File: config.mk
export PLATFORM = sky130hd
export DESIGN_NAME = out_vc_state
export DESIGN_NICKNAME = d
export VERILOG_FILES = /design/src/rtl/out_vc_state.sv
export SDC_FILE = /design/constraint.sdc
export NUM_CORES = 1
export LEC_CHECK = 0
export ABC_CLOCK_PERIOD_IN_PS = 2000
export CAP_MARGIN = 20
export CORE_ASPECT_RATIO = 0.5
export CORE_MARGIN = 2
export CORE_UTILIZATION = 30
export DETAILED_ROUTE_END_ITERATION = 8
export PLACE_DENSITY = 0.59
export SLEW_MARGIN = 25
export SYNTH_ARGS = -nofsm -noshare
export SYNTH_HDL_FRONTEND = slang
export SYNTH_SLANG_ARGS = --single-unit
File: constraint.sdc
create_clock -name clk -period 2 [get_ports clk]
set_clock_uncertainty 0.2 [all_clocks]
set_input_delay 0.2 -clock clk [delete_from_list [all_inputs] [get_ports clk]]
set_output_delay 0.2 -clock clk [all_outputs]
set_load 0.02 [all_outputs]
File: src/rtl/out_vc_state.sv
// out_vc_state
//   Per-output-port tracker of downstream virtual-channel state. It claims
//   output VCs on allocator grants, counts flit departures against credit
//   returns per VC, and releases a VC only after its tail has left and every
//   downstream buffer slot has been credited back (atomic VC reallocation).
//
// Ports
//   clk                  sole clock, rising edge
//   rstn                 synchronous reset, active-high (1 clears state)
//   outVCAvailableReset  [CN] per-VC allocation pulse from the VC allocator
//   flitSent             [CN] one-hot/zero, flit leaving on VC v this cycle
//   tailSent             [CN] qualifies flitSent: that flit is a tail
//   creditIn             [CN] per-VC credit return from downstream
//   outVCAvailable       [CN] bit v = 1 when VC v is IDLE
//   creditAvailable      [CN] bit v = 1 when VC v has a nonzero credit count
//   protocolErr          sticky protocol-violation flag, cleared by reset
module out_vc_state #(
  parameter int CN    = 6,
  parameter int DEPTH = 4,
  parameter int CW    = $clog2(DEPTH + 1)
) (
  input  logic          clk,
  input  logic          rstn,
  input  logic [CN-1:0] outVCAvailableReset,
  input  logic [CN-1:0] flitSent,
  input  logic [CN-1:0] tailSent,
  input  logic [CN-1:0] creditIn,
  output logic [CN-1:0] outVCAvailable,
  output logic [CN-1:0] creditAvailable,
  output logic          protocolErr
);

  typedef enum logic [1:0] {
    IDLE   = 2'd0,
    ACTIVE = 2'd1,
    DRAIN  = 2'd2
  } vc_state_e;

  localparam logic [CW-1:0] FULL = CW'(DEPTH);

  vc_state_e     state_q [CN];
  vc_state_e     state_d [CN];
  logic [CW-1:0] cnt_q   [CN];
  logic [CW-1:0] cnt_d   [CN];
  logic          err_q;
  logic          err_d;
  logic [CN-1:0] send_counted;
  logic          multi_send;

  // More than one departure in a cycle is illegal on a single output port.
  assign multi_send = (flitSent & (flitSent - CN'(1))) != '0;

  always_comb begin
    err_d        = err_q;
    send_counted = '0;
    for (int unsigned v = 0; v < CN; v++) begin
      state_d[v] = state_q[v];
      cnt_d[v]   = cnt_q[v];
    end

    if (multi_send) begin
      err_d = 1'b1;
    end

    for (int unsigned v = 0; v < CN; v++) begin
      // A flit on an IDLE VC (including one racing its own allocation) is
      // never counted against credits.
      send_counted[v] = flitSent[v] && (state_q[v] != IDLE);

      if (tailSent[v] && !flitSent[v]) begin
        err_d = 1'b1;
      end
      if (flitSent[v] && (state_q[v] == IDLE)) begin
        err_d = 1'b1;
      end
      if (outVCAvailableReset[v] && (state_q[v] != IDLE)) begin
        err_d = 1'b1;
      end

      // Send and credit together cancel; an update that would leave the
      // range [0, DEPTH] is dropped and flagged.
      if (send_counted[v] && !creditIn[v]) begin
        if (cnt_q[v] == '0) begin
          err_d = 1'b1;
        end else begin
          cnt_d[v] = cnt_q[v] - CW'(1);
        end
      end else if (creditIn[v] && !send_counted[v]) begin
        if (cnt_q[v] == FULL) begin
          err_d = 1'b1;
        end else begin
          cnt_d[v] = cnt_q[v] + CW'(1);
        end
      end

      unique case (state_q[v])
        IDLE: begin
          if (outVCAvailableReset[v]) begin
            state_d[v] = ACTIVE;
          end
        end
        ACTIVE: begin
          if (send_counted[v] && tailSent[v]) begin
            state_d[v] = DRAIN;
          end
        end
        DRAIN: begin
          // Release is judged on the post-update count so the VC frees in
          // the cycle right after its last credit lands.
          if (cnt_d[v] == FULL) begin
            state_d[v] = IDLE;
          end
        end
        default: begin
          state_d[v] = IDLE;
        end
      endcase
    end
  end

  always_ff @(posedge clk) begin
    if (rstn) begin
      for (int unsigned v = 0; v < CN; v++) begin
        state_q[v] <= IDLE;
        cnt_q[v]   <= FULL;
      end
      err_q <= 1'b0;
    end else begin
      for (int unsigned v = 0; v < CN; v++) begin
        state_q[v] <= state_d[v];
        cnt_q[v]   <= cnt_d[v];
      end
      err_q <= err_d;
    end
  end

  always_comb begin
    outVCAvailable  = '0;
    creditAvailable = '0;
    for (int unsigned v = 0; v < CN; v++) begin
      outVCAvailable[v]  = (state_q[v] == IDLE);
      creditAvailable[v] = (cnt_q[v] != '0);
    end
  end

  assign protocolErr = err_q;

endmodule

# Yosys cells after proc, flatten, opt, wreduce, memory -nomap -nowiden

Memories as Yosys holds them, arrays and structs flattened.
Cells that the tools add are included.

Bits in registers: 1
Memory bits (writable): 30
Input port bits: 26
Output and inout bits: 13
Word-level logic and storage cells: 244
Memories kept: 2

Add/sub/neg operators: 13
Equal/unequal tests: 24
Multiplexer cells: 106
Bitwise logic cells: 13
Reductions and logical operators: 85

Memories:

| memory  | depth | bits a word | rd ports | clocked after Yosys merged registers in | wr ports | RTL line | RTL |
|---|---|---|---|---|---|---|---|
| cnt_q   | 6     | 3           | 6        | 0                                       | 6        | 43       | `logic [CW-1:0] cnt_q [CN];` |
| state_q | 6     | 2           | 6        | 0                                       | 6        | 41       | `vc_state_e state_q [CN];` |

Operators with widths:

| cell                                              | count |
|---|---|
| two-way mux 3 bit                                 | 30 |
| two-way mux 2 bit                                 | 24 |
| two-way mux 1 bit                                 | 46 |
| logical AND 1 bit                                 | 42 |
| == test 3 bit (second input constant)             | 12 |
| one-hot mux 2 bit (3 select lines)                | 6 |
| adder 3 x 1 -> 3 bit (second input constant)      | 6 |
| zero test 1 bit                                   | 18 |
| zero test 3 bit                                   | 6 |
| nonzero test 3 bit                                | 6 |
| subtractor 3 x 1 -> 3 bit (second input constant) | 6 |
| == test 2 x 1 -> 1 bit (second input constant)    | 6 |
| == test 2 bit (second input constant)             | 6 |
| zero test 2 bit                                   | 6 |
| OR 1 bit                                          | 12 |
| nonzero test 2 bit                                | 6 |
| bitwise AND 6 bit                                 | 1 |
| nonzero test 6 bit                                | 1 |
| subtractor 6 x 1 -> 6 bit (second input constant) | 1 |

# Logic depth before layout (Yosys ltp)

Gate-level depths: netlist (run 1).

Depth after elaboration: 40
Gate-level depth with buffers: 8
Gate-level depth less buffers: 7

# Least setup slack after synthesis (run 1)

No wires, ideal clock.

Kind: register -> register
Start point: memory state_q[1][0] (netlist name)
End point: memory state_q[1][1] (netlist name)
Setup time: 132 ps
Arrival: 1,536 ps
Data required time: 1,668 ps
Slack: 131 ps
Cell stages (with the launch flop): 6
Path buffers: 1
Clock period less this slack: 1,869 ps
Cell sequence: dfxtp_1 -> buf_4 -> o21ai_2 -> mux4_1 -> a211oi_1 -> a311oi_1

RTL lines:

| what               | RTL line |
|---|---|
| start: declaration | 41 |

==> results of run 1 <==
cells in the final DEF (no fill, tap or decap), types with 4 or more instances in the layout:
cell,count
buf_4,34
nor2_1,31
dfxtp_1,31
clkdlybuf4s50_1,31
o21ai_0,24
nand2_1,22
inv_1,20
nand3_1,20
ha_1,15
nor3_1,13
a21oi_1,12
nand2b_1,11
xnor2_1,10
nand4b_1,7
dlygate4sd2_1,6
nand4_1,5
o21a_1,5
a311oi_1,5
clkbuf_16,5
or2_2,4
a21o_1,4
a41oi_1,4
worst register-to-register path: stages (launching register included):
cell      delay (ns)
dfxtp_1         0.31
inv_1           0.10
ha_2            0.22
and3b_1         0.18
mux4_2          0.48
a211oi_1        0.18
a311oi_1        0.11
routing by layer:
| metal | track usage | vias to the layer above | share of wire |
|---|---|---|---|
| li1 | - | 1304 | - |
| met1 | 0.1814 | 1167 | 0.51 |
| met2 | 0.2339 | 35 | 0.45 |
| met3 | 0.02705 | 3 | 0.031 |
| met4 | 0.02793 | 0 | 0.0034 |
| met5 | 0 | - | 0 |
worst paths after layout:
path | startpoint | endpoint | slack, ns | cells past startpoint
min | state_q[3][1]$_SDFFE_PP0P_ | state_q[3][0]$_SDFFE_PP0P_ | 0.33 | 1
min reg2reg | state_q[3][1]$_SDFFE_PP0P_ | state_q[3][0]$_SDFFE_PP0P_ | 0.33 | 1
max | cnt_q[1][0]$_SDFF_PP0_ | state_q[1][1]$_SDFFE_PP0P_ | 0.09 | 6
max reg2reg | cnt_q[1][0]$_SDFF_PP0_ | state_q[1][1]$_SDFFE_PP0P_ | 0.09 | 6
what timing repair did:
action / in CTS / in global routing
resized for setup: 6 / 7
gates cloned: 0 / 0
hold buffers: 0 / 0
hold endpoints to repair: 0 / 0
setup endpoints to repair: 6 / 6
stage by stage:
step | util | cell area [um2] | setup slack (ns) | total power, uW | TNS, ns
3_5_place_dp | 0.3938 | 3173 | -0.1459 | 2061 | -0.5452
5_1_grt | 0.4158 | 3351 | 0.0009939 | 3126 | 0
4_1_cts | 0.4123 | 3322 | 0.02616 | 2863 | 0
3_3_place_gp | 0.3938 | 3173 | -0.1313 | 2064 | -0.4777
6_report | 0.4158 | 3351 | 0.08622 | 2892 | 0
2_1_floorplan | - | 2511 | 0.1311 | 1635 | 0
state kept, by name, summed over array words and instances, names as in the netlist:
signal	flops
state_q	12
protocolErr	1
cnt_q	18
area by class of cell:
class	count	area [um2]	share of cell area
well taps	112	140.1	0.04182
multi-input cells	255	1708	0.5097
clock buffers	8	156.4	0.04668
inverters	20	75.07	0.02240
flip-flops and latches	31	620.6	0.1852
repair buffers	73	650.6	0.1942
power by group through the flow:
stage	combinational (uW)	clock, uW	sequential, uW
after global placement	1250	0	813
final	1300	795	801
after floorplan	839	0	796
after detailed placement	1250	0	813
after CTS	1250	814	800
after global routing	1470	843	814
logic make-up after synthesis:
logic type      after synthesis  synth area share
compound gates               90            0.2466
xor+xnor                     11           0.03836
fa+ha+maj                    18           0.08969
buf+inv                      45           0.08320
flops                        31            0.2471
mux                           4           0.02242
simple gates                132            0.2726
==> impl_metrics.ini, run 1 <==
[global_routing]
grt_max_degree = 32
grt_pass1_vias = 2223
overflow = 0
grt_pass1_wl_um = 10140
antenna_found_initial = 0
grt.total_usage = 0.1362

[cts]
cts.htree.levels = 2
cts-root-buf = clkbuf_16
path_clk_slew_ns = 0.05
post-cts-setup-buffer-count = 0
clk_path_buf_depth = 2
clkLatencyLatePin_ns = 0.28
cts_tree = built
cts_buffers = 5
cts_num_sinks = 31

[floorplanning]
die_h_um = 68.70
start_util = 0.3116
die_w_um = 133.4
coreArea_um2 = 8058
ios = 39
rows = 23
die_area_um2 = 9163

[timing]
min_period_ns = 1.914
finalMaxSlewViolations = 0
hold_viol = 0
fmax_mhz = 522.5
whs_ns = 0.3276
rsz0062_at_grt = no
worst_pin_slew_ns = 0.4495
relSlewSlack = 0.6972
fin_crit_sh = 0.9569
setup_viol_count_final = 0

[synthesis]
ys_types = 60
synth-edff-count = 0
ys.flop_type = dfxtp_1
synth_top_area_share = 0.2471
syn-num-nets = 375
netlist_top_cells_area = dfxtp_1 25%, ha_1 9.0%, o21ai_0 4.8%, nor2_1 4.6%, nand3_1 4.0%
ys_ff_latch = 31
synthTopCellsByCount = 31 x dfxtp_1, 31 x nor2_1, 24 x o21ai_0
synth_area_um2 = 2511
ys_async_sr_fraction = 0
syn_inst = 331
yosysWarnings = 0
avgSynthCellArea_um2 = 7.587
synth_top_area_cell = dfxtp_1
synth_seq_area_share = 0.2471

[setup_path]
cpPeakStageDelay_ns = 0.48
start_kind = flip-flop
crit_required_ns = 1.94
critPathKind = flip-flop to flip-flop
worstSetupEndpointType = flip-flop
cp_top_family = multiplexers
critPathBufInv = 1
worstPathArrival_ns = 1.86
cp_slowest_cell = mux4_2
critPathMaxFanout = 5
cp_cell_sequence = inv_1, ha_2, and3b_1, mux4_2, a211oi_1, a311oi_1

[power_and_ir_drop]
switching_power_uw = 1012
p_clk_frac = 0.275
internal-power_uw = 1879
switching_share = 0.3501
combPwrFrac = 0.448
vdd_ir_drop_max_mv = 0.3542
p_leak_uw = 0.001274
p_per_area_nw_per_um2 = 863.0
seqPwrFrac = 0.277

[hold_path]
holdCritPathClass = flip-flop to flip-flop

[flow_run]
max_cap_viol_count = 0

[route]
dr.pass1.iters = 4
drt_iter0_drc = 145
drc = 0
wl_per_cell_um = 12.26
wl_um = 6118
ant_nets = 0
routed_via_density = 5.028
vias = 2509

[cells_and_area]
finalNetCount = 430
fillers = 809
fin_cells = 499
drive_gt1_frac = 0.1447
syn_to_final_growth_pct = 33.43
diodes = 0

[placed_design]
port_buffers = 38
hpwlAfterDp_um = 4705
placedCellCount = 491
place.gp.congestion = 0.7888

[outcome]
status = finished clean
Power figures use the tool's default switching activity.
==> inputs of run 2 (changes only) <==
--- a/config.mk
+++ b/config.mk
@@ -9,9 +9,9 @@
 export CAP_MARGIN = 20
 export CORE_ASPECT_RATIO = 0.5
 export CORE_MARGIN = 2
-export CORE_UTILIZATION = 30
+export CORE_UTILIZATION = 49
 export DETAILED_ROUTE_END_ITERATION = 8
-export PLACE_DENSITY = 0.59
+export PLACE_DENSITY = 0.85
 export SLEW_MARGIN = 25
 export SYNTH_ARGS = -nofsm -noshare
 export SYNTH_HDL_FRONTEND = slang
==> run 2 against run 1 <==
  * Sequential share of layout area up 1.1 points
  * Clock power down 38%
  * Highest routed layer unchanged
  * First-iteration DRC count down 4.8%
  * Utilization up 23 points
  * Total power down 8.9%
  * Sequential power up 1%
  * Non-clock buffer count down 7
==> impl_metrics.ini, run 2 (synthesis gave the netlist of run 1 again) <==
[global_routing]
grt_use_met2 = 0.4409
grt_pass1_vias = 2454
grt.met1_usage = 0.2632
grt_use_met3 = 0.04048
overflow = 0
grt_max_degree = 32
grt-busiest-layer = met2
antenna_found_initial = 0
grt_pass1_wl_um = 10520
grt.total_usage = 0.2292

[cells_and_area]
drive_gt1_frac = 0.1447
finalNetCount = 423
final_util = 0.6461
top_register = cnt_q
final_cell_mix = 32 x clkdlybuf4s50_1, 31 x nor2_1, 27 x dfxtp_1, 27 x buf_4, 23 x o21ai_0
final_cell_area_um2 = 3187
largest_reg_flops = 18
diodes = 0
syn_to_final_growth_pct = 26.91
layout_commonest_cell = clkdlybuf4s50_1

[setup_path]
critPathBufInv = 1
path_common_cell = a311oi_1
cp_slowest_cell = a311oi_1
critPathMaxFanout = 5
worstPathArrival_ns = 2.01
cp_cell_sequence = inv_1, ha_2, nand2b_1, a21oi_1, a311oi_1, a211oi_2, a311oi_1
critPathKind = flip-flop to flip-flop
start_kind = flip-flop
cpPeakStageDelay_ns = 0.44
worstSetupEndpointType = flip-flop
cp_top_family = compound AO/OA/AOI/OAI gates
crit_required_ns = 2.01

[cts]
clk_path_buf_depth = 2
cts-root-buf = clkbuf_8
path_clk_slew_ns = 0.07
cts_buffers = 5
cts_num_sinks = 31
cts_hold_buf = 0
cts.htree.levels = 2
cts_tree = built
clkLatencyLatePin_ns = 0.29

[timing]
worst_pin_slew_ns = 0.4758
min_period_ns = 1.998
setup_viol_count_final = 0
fmax_mhz = 500.6
fin_crit_sh = 0.9989
hold_viol = 0
relSlewSlack = 0.6795
finalMaxSlewViolations = 0
whs_ns = 0.3242

[floorplanning]
die_w_um = 105.2
die_area_um2 = 5748
die_h_um = 54.62
start_util = 0.5091
coreArea_um2 = 4932
rows = 18
ios = 39

[route]
ant_nets = 0
dr.pass1.iters = 4
drc = 0
routed_via_density = 5.744
wl_um = 6313
drt_iter0_drc = 138
vias = 2585
wl_per_cell_um = 14.03

[placed_design]
place.gp.congestion = 0.8390
hpwlAfterDp_um = 4584
place_area_um2 = 3053
port_buffers = 38

[power_and_ir_drop]
p_total_uw = 2635
vdd_ir_drop_max_mv = 0.5399
switching_share = 0.3933
seqPwrFrac = 0.308
p_clk_frac = 0.186
switching_power_uw = 1037
p_leak_uw = 0.001218
p_per_area_nw_per_um2 = 826.9
combPwrFrac = 0.506
internal-power_uw = 1599

[outcome]
status = finished clean

[hold_path]
holdCritPathClass = flip-flop to flip-flop

[flow_run]
max_cap_viol_count = 0
run 2: worst reg2reg max path, stage by stage (launching register included):
cell and delay, ns:
dfxtp_2 0.37, inv_1 0.07, ha_2 0.21, nand2b_1 0.17, a21oi_1 0.10, a311oi_1 0.44, a211oi_2 0.09, a311oi_1 0.26
run 2: worst paths after layout:
path	slack, ns	start	end	cells past startpoint
hold reg to reg	0.32	state_q[3][1]$_SDFFE_PP0P_	state_q[3][0]$_SDFFE_PP0P_	1
setup reg to reg	0.002	cnt_q[1][1]$_SDFF_PP0_	state_q[1][1]$_SDFFE_PP0P_	7
hold / removal	0.32	state_q[3][1]$_SDFFE_PP0P_	state_q[3][0]$_SDFFE_PP0P_	1
setup / recovery	0.002	cnt_q[1][1]$_SDFF_PP0_	state_q[1][1]$_SDFFE_PP0P_	7
run 2: power by group through the flow:
stage | clock network [uW] | logic [uW] | registers, uW
floorplan | 0 | 839 | 796
global placement | 0 | 1140 | 808
detailed placement | 0 | 1200 | 817
CTS | 482 | 1220 | 805
global route | 515 | 1480 | 827
finish | 490 | 1330 | 812
run 2: final cells by class:
cell class / count / area, um2
Clock buffer: 7 / 76.32
Sequential cell: 31 / 625.6
Clock inverter: 1 / 5.005
Fill cell: 390 / 1745
Inverter: 20 / 75.07
Timing Repair Buffer: 66 / 598.1
Tap cell: 70 / 87.58
Multi-Input combinational cell: 255 / 1719
run 2: metrics by stage:
stage,std cells,TNS (ns),worst slack [ns]
floorplan,331,0,0.1311
global placement,440,-0.3032,-0.1137
detailed placement,440,-0.8447,-0.1526
CTS,448,0,0.01941
global route,450,-0.03824,-0.02136
finish,450,0,0.002217
run 2: layer usage:
layer,part of all wire,vias up
met5,0,-
li1,-,1293
met1,0.45,1216
met3,0.052,11
met2,0.49,65
met4,0.010,0
run 2: what timing repair did:
item,in CTS,in global routing
pin swaps,0,3
resized for setup,8,16
buffers inserted,0,2
endpoints found under the setup margin,9,12
==> variant 1, RTL diff (settings of run 1) <==
Change the parameter `DEPTH` from 4 to 8.
--- a/src/rtl/out_vc_state.sv
+++ b/src/rtl/out_vc_state.sv
@@ -16,7 +16,7 @@
 //   protocolErr          sticky protocol-violation flag, cleared by reset
 module out_vc_state #(
   parameter int CN    = 6,
-  parameter int DEPTH = 4,
+  parameter int DEPTH = 8,
   parameter int CW    = $clog2(DEPTH + 1)
 ) (
   input  logic          clk,
Formal check against the unedited RTL: not equivalent (Yosys sat finds a counterexample within 10 cycles, from zero or initial values and one cycle with rstn high).
==> variant 1 against run 1 <==
The run now ends with negative setup slack left; total power up 10%; setup slack worse by 340 ps; routed wire length up 56%; sequential cell count up 6; critical path depth up 1; final area up 42%; synthesized area up 25%; largest cell class unchanged; highest routed layer unchanged.
==> variant 1: results (changes against run 1) <==
[place]
gp_congestion = 0.875  ; was 0.789
dp.cells = 657  ; was 491
dp_slack_ps = -343  ; was -146 ps

[route]
viasPerCell = 5.32  ; was 5.03
met3WireLength_um = 392  ; was 190 µm
drt_iter0_drc = 203  ; was 145
drt-wirelength-per-cell_um = 14.0  ; was 12.3 µm
met1_length_mm = 4.56  ; was 3.13 mm

[synth]
synthTopCellsByCount = 37 x dfxtp_1, 28 x inv_1, 26 x nor2_1  ; was 31 x dfxtp_1, 31 x nor2_1, 24 x o21ai_0
synthXorXnorAreaFrac_pct = 0.557  ; was 3.84%
synthAdderAreaFrac_pct = 4.78  ; was 8.97%
netlist_instances = 420  ; was 331
synth_mux_area_share_pct = 4.26  ; was 2.24%
yosysUniqueCellTypes = 58  ; was 60

[cells_and_area]
fill_cells = 982  ; was 809
drive_gt1_share_pct = 33.0  ; was 14.5%
largest_reg_flops = 24  ; was 18
area_growth_syn_to_layout_pct = 51.8  ; was 33.4%

[timing]
setup_ws_ps = -249  ; was 86.2 ps
fin_tns_setup_ps = -299  ; was 0 ps
timing.slew.headroom_pct = 73.2  ; was 69.7%
setup_viol = 2  ; was 0
holdWs_ps = 351  ; was 328 ps

[power_and_ir_drop]
switchingPower_mw = 1.07  ; was 1.01 mW
powerSeq_mw = 0.887  ; was 0.801 mW
peakVddDrop_v = 0.000327  ; was 0.000354 V
seqPwrFrac_pct = 27.9  ; was 27.7%

[worst_hold_path]
worstHoldPathCells = 2  ; was 1
hold_class = in -> reg  ; was reg -> reg

[setup_path]
r2r-end = state_q[0][1]$_SDFFE_PP0P_  ; was state_q[1][1]$_SDFFE_PP0P_
cp_max_fo = 4  ; was 5
crit_arrival_ps = 2200  ; was 1860 ps
worstRegToRegCells = 7  ; was 6

[outcome]
status = complete, but fails checks  ; was finished clean
violations = negative setup slack

[global_route]
grt_pass1_vias = 3338  ; was 2223
grtUsageTotal_pct = 16.5  ; was 13.6%
grt_max_degree = 19  ; was 32
grt_first_pass_wirelength_mm = 15.6  ; was 10.1 mm

variant 1: cell types whose count changed in the layout (fill, tap and decap cells not counted), sizes merged, moves of 9 or more:
cell and delta:
inv +9, nor3b +10, or4 +12, buf +81
xnor2 -10, nor4 +9, nand4 +9, and2 +11
o211ai +13
variant 1: final cells by class:
cell class	count	share of cell area (%)
multi-input combinational	316	48.3
timing repair buffer	154	26.8
sequential	37	15.9
tap	140	3.67
clock buffer	7	2.99
inverter	29	2.33
variant 1: timing repair:
item,4_1_cts,5_1_grt
hold endpoints to repair,0,0
pin swaps,3,17
setup buffers,1,18
setup endpoints to repair,12,20
resized for setup,20,46
variant 1: worst max-delay path, stage by stage (launching register included):
cell,delay [ps]
dfxtp_4,350
inv_4,40
ha_4,150
and3b_2,220
o211a_1,210
or4_4,480
o41ai_2,320
o221ai_1,150
variant 1: routing by layer:
layer	track usage [%]	vias to the layer above
met4	4.57	0
met1	22.3	1726
li1	-	1817
met5	0	-
met3	2.81	11
met2	27.2	82
==> variant 2, RTL diff (settings of run 1) <==
Made on the original files. Put a register stage on the output `creditAvailable`, with the module's reset. The value now appears one clock later. The other outputs are not delayed to match.
--- a/src/rtl/out_vc_state.sv
+++ b/src/rtl/out_vc_state.sv
@@ -37,6 +37,8 @@
   } vc_state_e;
 
   localparam logic [CW-1:0] FULL = CW'(DEPTH);
+
+  logic [CN-1:0] creditAvailable_d;
 
   vc_state_e     state_q [CN];
   vc_state_e     state_d [CN];
@@ -136,14 +138,22 @@
 
   always_comb begin
     outVCAvailable  = '0;
-    creditAvailable = '0;
+    creditAvailable_d = '0;
     for (int unsigned v = 0; v < CN; v++) begin
       outVCAvailable[v]  = (state_q[v] == IDLE);
-      creditAvailable[v] = (cnt_q[v] != '0);
+      creditAvailable_d[v] = (cnt_q[v] != '0);
     end
   end
 
   assign protocolErr = err_q;
 
+  always_ff @(posedge clk) begin
+    if (rstn) begin
+      creditAvailable <= '0;
+    end else begin
+      creditAvailable <= creditAvailable_d;
+    end
+  end
+
 endmodule
 
Behaviour: not the same (a bounded check fails within 4 cycles, from zero or initial values and one cycle with rstn high).
==> variant 2 against run 1 <==
Setup slack worse by 11 ps; clock power is 1% lower; first-iteration DRC count is 17% higher; final area is 9.7% higher; critical path depth is 3 lower; synthesized area is 9.9% higher; routed wire length is 12% higher; largest cell class unchanged; via count is 8.1% higher; die area is 9.5% higher; sequential cell count is 6 higher; total power is 12% higher.
==> variant 2: results (changes against run 1) <==
[outcome]
status = finished clean  ; unchanged

[global_route]
grt_first_pass_wirelength_mm = 11.4  ; was 10.1 mm
grt_pass1_vias = 2476  ; was 2223
grtUsageTotal_pct = 13.7  ; was 13.6%

[place]
gp_congestion = 0.870  ; was 0.789
post-dp-hpwl_mm = 5.10  ; was 4.71 mm
dp.cells = 529  ; was 491

[cells_and_area]
stdcell_count = 536  ; was 499
drive_gt1_share_pct = 18.1  ; was 14.5%
reg.largest.list = cnt_q x18, state_q x12, creditAvailable x6
final_nets = 463  ; was 430

[synth]
netlist_instances = 356  ; was 331
yosys-top-cells-area = dfxtp_1 27%, ha_1 8.2%, o21ai_0 4.5%  ; was dfxtp_1 25%, ha_1 9.0%, o21ai_0 4.8%
ys.flop_type = dfxtp_1  ; unchanged
seq_area_frac_synth_pct = 26.8  ; was 24.7%
synthTopCellsByCount = 37 x dfxtp_1, 29 x nor2_1, 26 x inv_1  ; was 31 x dfxtp_1, 31 x nor2_1, 24 x o21ai_0
syn_nets = 400  ; was 375

[clock_network]
clk_transition_reported_paths_ps = 60

[setup_path]
worstSetupEndpoint = outVCAvailable[4]  ; was state_q[1][1]$_SDFFE_PP0P_
critical_path.max_stage_delay_ps = 630  ; was 480 ps
path_delay_family = buffers and inverters  ; was multiplexers
crit_slowest_cell = clkdlybuf4s50_1  ; was mux4_2
r2r_start = cnt_q[2][0]$_SDFF_PP0_  ; was cnt_q[1][0]$_SDFF_PP0_
worstRegToRegCells = 7  ; was 6
r2r-end = state_q[2][1]$_SDFFE_PP0P_  ; was state_q[1][1]$_SDFFE_PP0P_

[power_and_ir_drop]
power_leakage_nw = 1.45  ; was 1.27 nW
peakVddDrop_v = 0.000335  ; was 0.000354 V

[route]
drt_iter0_drc = 170  ; was 145
drt-wirelength-per-cell_um = 12.8  ; was 12.3 µm

[timing]
tightest_slew_ps = 405  ; was 449 ps

[worst_hold_path]
min-delay-start = state_q[0][1]$_SDFFE_PP0P_  ; was state_q[3][1]$_SDFFE_PP0P_

==> variant 2: changes by cell type after synthesis, moves of 3 or more <==
cell	run 1	this run
nand2_1	22	16
nor3_1	13	19
a221oi_1	1	4
mux2i_1	3	0
nor2b_1	2	6
and4_1	0	3
inv_1	20	26
dfxtp_1	31	37
nand2b_1	11	7
==> variant 2: metal layers <==
layer	GRT usage [%]	share of wire [%]	up-vias
met2	22.1	46	38
met5	0	0	-
met1	19.0	51	1238
met3	3.07	3.2	7
met4	3.11	0.72	0
li1	-	-	1428
==> variant 2: area by class of cell <==
class | count | share of cell area [%]
clock buffers | 7 | 3.88
flip-flops and latches | 37 | 20.2
well taps | 117 | 3.98
repair buffers | 84 | 20.0
inverters | 26 | 2.65
multi-input cells | 265 | 49.3
==> variant 2: how the worst min path moves through the flow <==
stage,to,cells past startpoint
floorplan,state_q[2][1]$_SDFFE_PP0P_,2
global placement,state_q[0][0]$_SDFFE_PP0P_,1
global route,state_q[4][0]$_SDFFE_PP0P_,2
finish,state_q[0][0]$_SDFFE_PP0P_,1
CTS,state_q[0][0]$_SDFFE_PP0P_,1
detailed placement,state_q[0][0]$_SDFFE_PP0P_,1
==> variant 2: kinds of logic (layout without fill, tap and decap cells) <==
logic type | after synthesis | count (layout) | share of synthesized area, %
buffers and inverters | 54 | 117 | 8.93
adders and majority gates | 18 | 18 | 8.16
DFF | 37 | 37 | 26.8
and+or+nand+nor | 134 | 134 | 26.3
AOI/OAI and AO/OA | 102 | 102 | 26.1
muxes | 2 | 2 | 0.816
xor gates and xnor gates | 9 | 9 | 2.86
==> variant 2: worst reg2reg max path: stages, from the launching register on <==
cell and delay [ps]:
dfxtp_1 320, inv_2 70, ha_2 180, o211ai_1 100, o32a_1 300, mux2_2 280, o311ai_2 270, a21oi_1 100
==> variant 2: repair_timing <==
item,in CTS,in global routing
hold buffers,0,0
pin swaps,0,2
endpoints found under the hold margin,0,0
resized for setup,1,10
endpoints found under the setup margin,1,5
cloned,0,0
==> variant 2: report_power, final <==
group          internal, mW  leakage, nW  total, mW  switching (mW)
sequential            0.846        0.306      0.932          0.0861
combinational         0.754         1.07       1.52           0.761
clock                 0.489       0.0700      0.784           0.295
==> variant 2: per-stage QoR <==
| stage | setup WS, ps | hold WS, ps | area [µm²] | setup TNS [ps] |
|---|---|---|---|---|
| 6_report | 75.0 | 338 | 3680 | 0 |
| 3_5_place_dp | -103 | 331 | 3500 | -410 |
| 5_1_grt | -10.5 | 370 | 3680 | -10.5 |
| 3_3_place_gp | -96.2 | 320 | 3500 | -276 |
| 4_1_cts | 43.1 | 339 | 3640 | 0 |
| 2_1_floorplan | 41.0 | 173 | 2760 | 0 |
